**src/rtl/n64_poll_engine.sv**
```systemverilog
// N64 controller poll engine.
// Each trigger in IDLE sends the 0x01 poll command on the open-drain data line.
// It then receives the 32-bit status word and publishes it with a one-cycle valid strobe.
// Ports:
//   clk, rst (sync, active-high)   : clock and reset
//   trigger                         : one-cycle start pulse, ignored while busy
//   data_in                         : raw asynchronous pad level
//   data_oe                         : 1 = pull pad low, 0 = release
//   buttons / valid                 : last good status word (bit 31 first received) + strobe
//   busy / timeout_err              : transaction in flight / RX abandoned strobe
module n64_poll_engine #(
  parameter int CYC_US     = 12,
  parameter int TIMEOUT_US = 200
) (
  input  logic        clk,
  input  logic        rst,
  input  logic        trigger,
  input  logic        data_in,
  output logic        data_oe,
  output logic [31:0] buttons,
  output logic        valid,
  output logic        busy,
  output logic        timeout_err
);

  localparam int BIT_CYC = 4 * CYC_US;
  localparam int TO_CYC  = TIMEOUT_US * CYC_US;
  localparam int CW      = $clog2(TO_CYC + 1);

  typedef enum logic [2:0] {
    IDLE    = 3'd0,
    TX      = 3'd1,
    TX_STOP = 3'd2,
    RX_WAIT = 3'd3,
    RX_BIT  = 3'd4,
    DONE    = 3'd5
  } state_t;

  state_t         state, state_nxt;
  logic [CW-1:0]  cnt;
  logic [4:0]     bit_cnt;
  logic [31:0]    shreg;
  logic           sync1, sync2, sync_prev;
  logic           fall;
  logic           tx_bit_end;
  logic           rx_sample;

  // Two-flop synchroniser plus one history flop for edge detection.
  // Idle level of the line is high, so all three reset to 1.
  always_ff @(posedge clk) begin
    if (rst) begin
      sync1     <= 1'b1;
      sync2     <= 1'b1;
      sync_prev <= 1'b1;
    end else begin
      sync1     <= data_in;
      sync2     <= sync1;
      sync_prev <= sync2;
    end
  end

  assign fall       = sync_prev & ~sync2;
  assign tx_bit_end = (state == TX) && (cnt == CW'(BIT_CYC - 1));
  assign rx_sample  = (state == RX_BIT) && (cnt == CW'(2 * CYC_US - 1));

  // State register
  always_ff @(posedge clk) begin
    if (rst) state <= IDLE;
    else     state <= state_nxt;
  end

  // Next-state logic
  always_comb begin
    state_nxt = state;
    case (state)
      IDLE:    if (trigger) state_nxt = TX;
      TX:      if (tx_bit_end && bit_cnt == 5'd0) state_nxt = TX_STOP;
      TX_STOP: if (cnt == CW'(CYC_US - 1)) state_nxt = RX_WAIT;
      // A falling edge takes priority over the timeout terminal count.
      RX_WAIT: begin
        if (fall)                        state_nxt = RX_BIT;
        else if (cnt == CW'(TO_CYC))     state_nxt = IDLE;
      end
      RX_BIT:  if (rx_sample) state_nxt = (bit_cnt == 5'd0) ? DONE : RX_WAIT;
      DONE:    state_nxt = IDLE;
      default: state_nxt = IDLE;
    endcase
  end

  // Datapath: shared cycle counter, bit counter, shift register, status word.
  always_ff @(posedge clk) begin
    if (rst) begin
      cnt     <= '0;
      bit_cnt <= 5'd0;
      shreg   <= 32'd0;
      buttons <= 32'd0;
    end else begin
      // Counter restarts on every state change and on each TX bit boundary;
      // parked at zero while idle so it can never wrap.
      if (state_nxt != state || tx_bit_end || state == IDLE || state == DONE)
        cnt <= '0;
      else
        cnt <= cnt + CW'(1);

      case (state)
        IDLE: begin
          if (trigger) begin
            bit_cnt <= 5'd7;
            shreg   <= 32'h0000_0001;
          end
        end
        TX: begin
          if (tx_bit_end) begin
            shreg <= shreg << 1;
            if (bit_cnt != 5'd0) bit_cnt <= bit_cnt - 5'd1;
          end
        end
        TX_STOP: begin
          if (state_nxt == RX_WAIT) bit_cnt <= 5'd31;
        end
        RX_BIT: begin
          if (rx_sample) begin
            shreg <= {shreg[30:0], sync2};
            // Publish on the 32nd bit so buttons is already new while valid is high.
            if (bit_cnt == 5'd0) buttons <= {shreg[30:0], sync2};
            else                 bit_cnt <= bit_cnt - 5'd1;
          end
        end
        default: ;
      endcase
    end
  end

  // Outputs. TX sends shreg[7]: '1' = short low pulse, '0' = long low pulse.
  always_comb begin
    data_oe     = 1'b0;
    valid       = 1'b0;
    busy        = (state != IDLE);
    timeout_err = 1'b0;
    case (state)
      TX:      data_oe = shreg[7] ? (cnt < CW'(CYC_US)) : (cnt < CW'(3 * CYC_US));
      TX_STOP: data_oe = 1'b1;
      RX_WAIT: timeout_err = !fall && (cnt == CW'(TO_CYC));
      DONE:    valid = 1'b1;
      default: ;
    endcase
  end

endmodule

```
**config.mk**
```make
export PLATFORM = sky130hd
export DESIGN_NAME = n64_poll_engine
export DESIGN_NICKNAME = d
export VERILOG_FILES = /design/src/rtl/n64_poll_engine.sv
export SDC_FILE = /design/constraint.sdc
export NUM_CORES = 1
export LEC_CHECK = 0
export CAP_MARGIN = 40
export CORE_MARGIN = 4
export CORE_UTILIZATION = 35
export DETAILED_ROUTE_END_ITERATION = 8
export PLACE_DENSITY_LB_ADDON = 0.2
export SETUP_SLACK_MARGIN = 0.4
export SLEW_MARGIN = 20
export SYNTH_ARGS = -nofsm -noshare
export SYNTH_HDL_FRONTEND = slang
export SYNTH_SLANG_ARGS = --single-unit
```
**constraint.sdc**
```tcl
create_clock -name clk -period 2.3 [get_ports clk]
set_input_delay 0.46 -clock clk [delete_from_list [all_inputs] [get_ports clk]]
set_output_delay 0.46 -clock clk [all_outputs]
set_load 0.01 [all_outputs]
```
==> results.py <==
metrics = {
    "logic_synthesis": {
        "async_flop_share_pct": 0,
        "synth_cells": 397,
        "synth_seq_cells": 86,
        "syn_nets": 406,
        "synth-edff-count": 0,
        "seq_area_frac_synth_pct": 48.9,
        "netlist_area_sq_mm": 0.00352,
        "postSynthAreaPerCell_sq_um": 8.86,
        "synthFlopType": "dfxtp_1",
        "synth.distinct_cells": 48,
        "yosys-top-cells-area": "dfxtp_1, nand2_1, a22o_1",
        "ys_warn_count": 0,
        "yosysTopAreaCell": "dfxtp_1",
        "synth.top_cell.area_share_pct": 48.9,
    },
    "grt": {
        "grt_pass1_vias": 3264,
        "grt_overflow_total": 0,
        "track_usage_pct": 17.7,
        "use_met2_pct": 28.4,
        "met1_usage_pct": 23.7,
        "antenna_found_initial": 0,
        "use_met3_pct": 3.58,
        "grt_pass1_wl_mm": 16.4,
        "grt_max_degree": 26,
        "grt_most_used_layer": "met2",
    },
    "clock_network": {
        "cts_max_path_buffers": 2,
        "htree_levels": 3,
        "cts.sinks": 86,
        "worstSkewPairLatency_ns": 0.36,
        "cts.reportedPaths.clkPinSlew_ns": 0.09,
        "cts_made_buffers": 9,
        "cts_tree": "built",
        "cts_root_buf": "clkbuf_8",
    },
    "critical_path": {
        "ff2ff_setup_slack_ns": 0.03,
        "crit_required_ns": 1.84,
        "critical_path.max_stage_delay_ns": 0.53,
        "cp_max_fo": 2,
        "crit_type": "reg2out",
        "end_kind": "primary output",
        "slowest_stage": "or4b_4",
        "worstReg2RegStart": "cnt[7]",
        "r2r_end": "cnt[4]",
        "path_cells": "or4b_4, or3_4, nor2_4, buf_6",
        "cp-start-kind": "flip-flop",
        "reg2reg_depth": 10,
        "path_delay_family": "simple AND/OR/NAND/NOR gates",
        "worstPathArrival_ns": 1.85,
        "path_buf_inv": 1,
    },
    "status": {
        "violations": "negative setup slack",
        "outcome": "complete, but fails checks",
    },
    "floorplan": {
        "num_io_pins": 40,
        "die_w_um": 108,
        "core_area_sq_mm": 0.00977,
        "start_util_pct": 36.0,
        "dieArea_sq_mm": 0.0117,
        "num_rows": 36,
        "die_h_um": 108,
    },
    "routing": {
        "wire_per_inst_um": 16.6,
        "drtIter0Drc": 118,
        "drtAntennaViolNets": 0,
        "via_count": 3328,
        "viasPerCell": 5.21,
        "first_pass_iters": 4,
        "drt-total-wl_mm": 10.6,
        "drc": 0,
    },
    "cells_and_area": {
        "insertedDiodeCount": 0,
        "final_nets": 510,
        "final_cell_area_sq_mm": 0.00593,
        "drive_above_1_share_pct": 49.6,
        "instances_no_fill": 639,
        "final_cell_mix": "dfxtp_1, nand2_4, buf_4",
        "fill_cells": 798,
        "synthToLayoutAreaGrowth_pct": 68.7,
        "final_common_cell": "dfxtp_1",
    },
    "timing": {
        "setup_viol": 1,
        "whs_ns": 0.421,
        "min_period_ns": 2.31,
        "relSlewSlack_pct": 66.5,
        "hold_viol_final": 0,
        "period_share_pct": 101,
        "fmax_mhz": 432,
        "setup_ws_ns": -0.0137,
        "report.final.slew_viol_count": 0,
        "worst_pin_slew_ns": 0.499,
        "worst_clock_skew_ns": 0.0137,
        "rsz0062_at_grt": "yes",
    },
    "power": {
        "finalPower_mw": 2.87,
        "swShare_pct": 27.3,
        "combPwrFrac_pct": 13.1,
        "p_clk_share_pct": 34.1,
        "total_leakage_power_nw": 2.29,
        "ir_drop_mv": 0.312,
        "power.density_mw_per_mm2": 484,
        "p_seq_share_pct": 52.8,
        "power_switching_uw": 785,
        "p_int_mw": 2.09,
    },
    "run": {
        "drv_cap": 0,
    },
    "hold_path": {
        "min_to": "sync2",
        "hp-class": "reg2reg",
        "worstHoldStart": "sync1",
        "worstHoldPathCells": 1,
    },
    "placement": {
        "io_buffers": 39,
        "dp_hpwl_mm": 5.78,
        "placed_area_sq_mm": 0.00432,
        "place_congestion": 0.918,
        "dp_slack_ns": -0.0580,
        "dp_cells": 583,
    },
}
-- worst max-delay path by stage --
stage	depth (start not counted)	startpoint	to	slack (ns)
3_3_place_gp	4	cnt[7]	timeout_err	-0.04
6_report	4	cnt[7]	timeout_err	-0.01
2_1_floorplan	6	cnt[11]	bit_cnt[3]	0.1
4_1_cts	4	cnt[10]	timeout_err	-0.02
3_5_place_dp	4	cnt[8]	timeout_err	-0.06
5_1_grt	4	cnt[7]	timeout_err	-0.06
-- state kept, by name, summed over array words and instances (netlist names) --
name / count
sync1: 1
state: 3
shreg: 31
bit_cnt: 5
buttons: 32
sync_prev: 1
sync2: 1
cnt: 12
-- timing repair --
action,CTS,global route
gates resized for setup,131,132
endpoints found under the setup margin,86,86
buffers inserted,17,9
hold buffers,0,0
pin swaps,40,65
cloned,12,2
-- power by group through the flow --
stage                     sequential [mW]  clock (mW)  combinational, mW
final                                1.52       0.979              0.377
after global routing                 1.52        1.07              0.403
after CTS                            1.52       0.995              0.333
after detailed placement             1.55           0              0.264
after global placement               1.55           0              0.261
after floorplan                      1.55           0              0.159
-- synthesized netlist by cell type (2+ instances only) --
library cell   n
ha_1           5
and2_1         2
nand2b_1       6
inv_1         13
xnor2_1        3
a22o_1        30
nor4b_1        2
or2_2          4
dfxtp_1       86
or3_1          2
nor3_1         9
xor2_1         7
buf_2          3
a221oi_2       2
o211ai_1       2
nand2_1       79
nor4_1         9
nor2_1        20
a31o_2         2
o21ai_0        6
nor3b_1        2
buf_6          3
or4b_2         3
a31oi_1        2
and3_1         5
a21oi_1       39
clkbuf_1      21
nand3_1       10
-- per-layer routing --
metal / wire (um) / up-vias
met3: 516 / 17
met1: 4630 / 1618
li1: - / 1611
met2: 5270 / 82
met5: 0 / -
met4: 174 / 0
-- cells by family (layout without fill, tap and decap cells) --
logic type	count (synthesis)	count (layout)	synth area share [%]
compound gates	96	96	19.8
buf+inv	40	149	5.01
flops	86	86	48.9
xor+xnor	10	10	2.49
simple gates	160	160	22.0
fa+ha+maj	5	5	1.78
-- area by class of cell --
cell class | instances | area, sq um | share of cell area, %
multi-input cells | 271 | 2390 | 40.4
inverters | 13 | 48.8 | 0.822
flip-flops and latches | 86 | 1730 | 29.2
clock buffers | 10 | 128 | 2.15
well taps | 133 | 166 | 2.80
clock inverters | 6 | 46.3 | 0.780
repair buffers | 120 | 1420 | 23.9
-- metrics by stage --
stage | util (%) | setup TNS [ns]
6_report | 60.7 | -0.0137
3_5_place_dp | 44.2 | -0.0580
4_1_cts | 54.0 | -0.0250
2_1_floorplan | - | 0
5_1_grt | 60.7 | -0.686
3_3_place_gp | 44.2 | -0.0446
No activity file was read; power rests on OpenSTA's default activity.
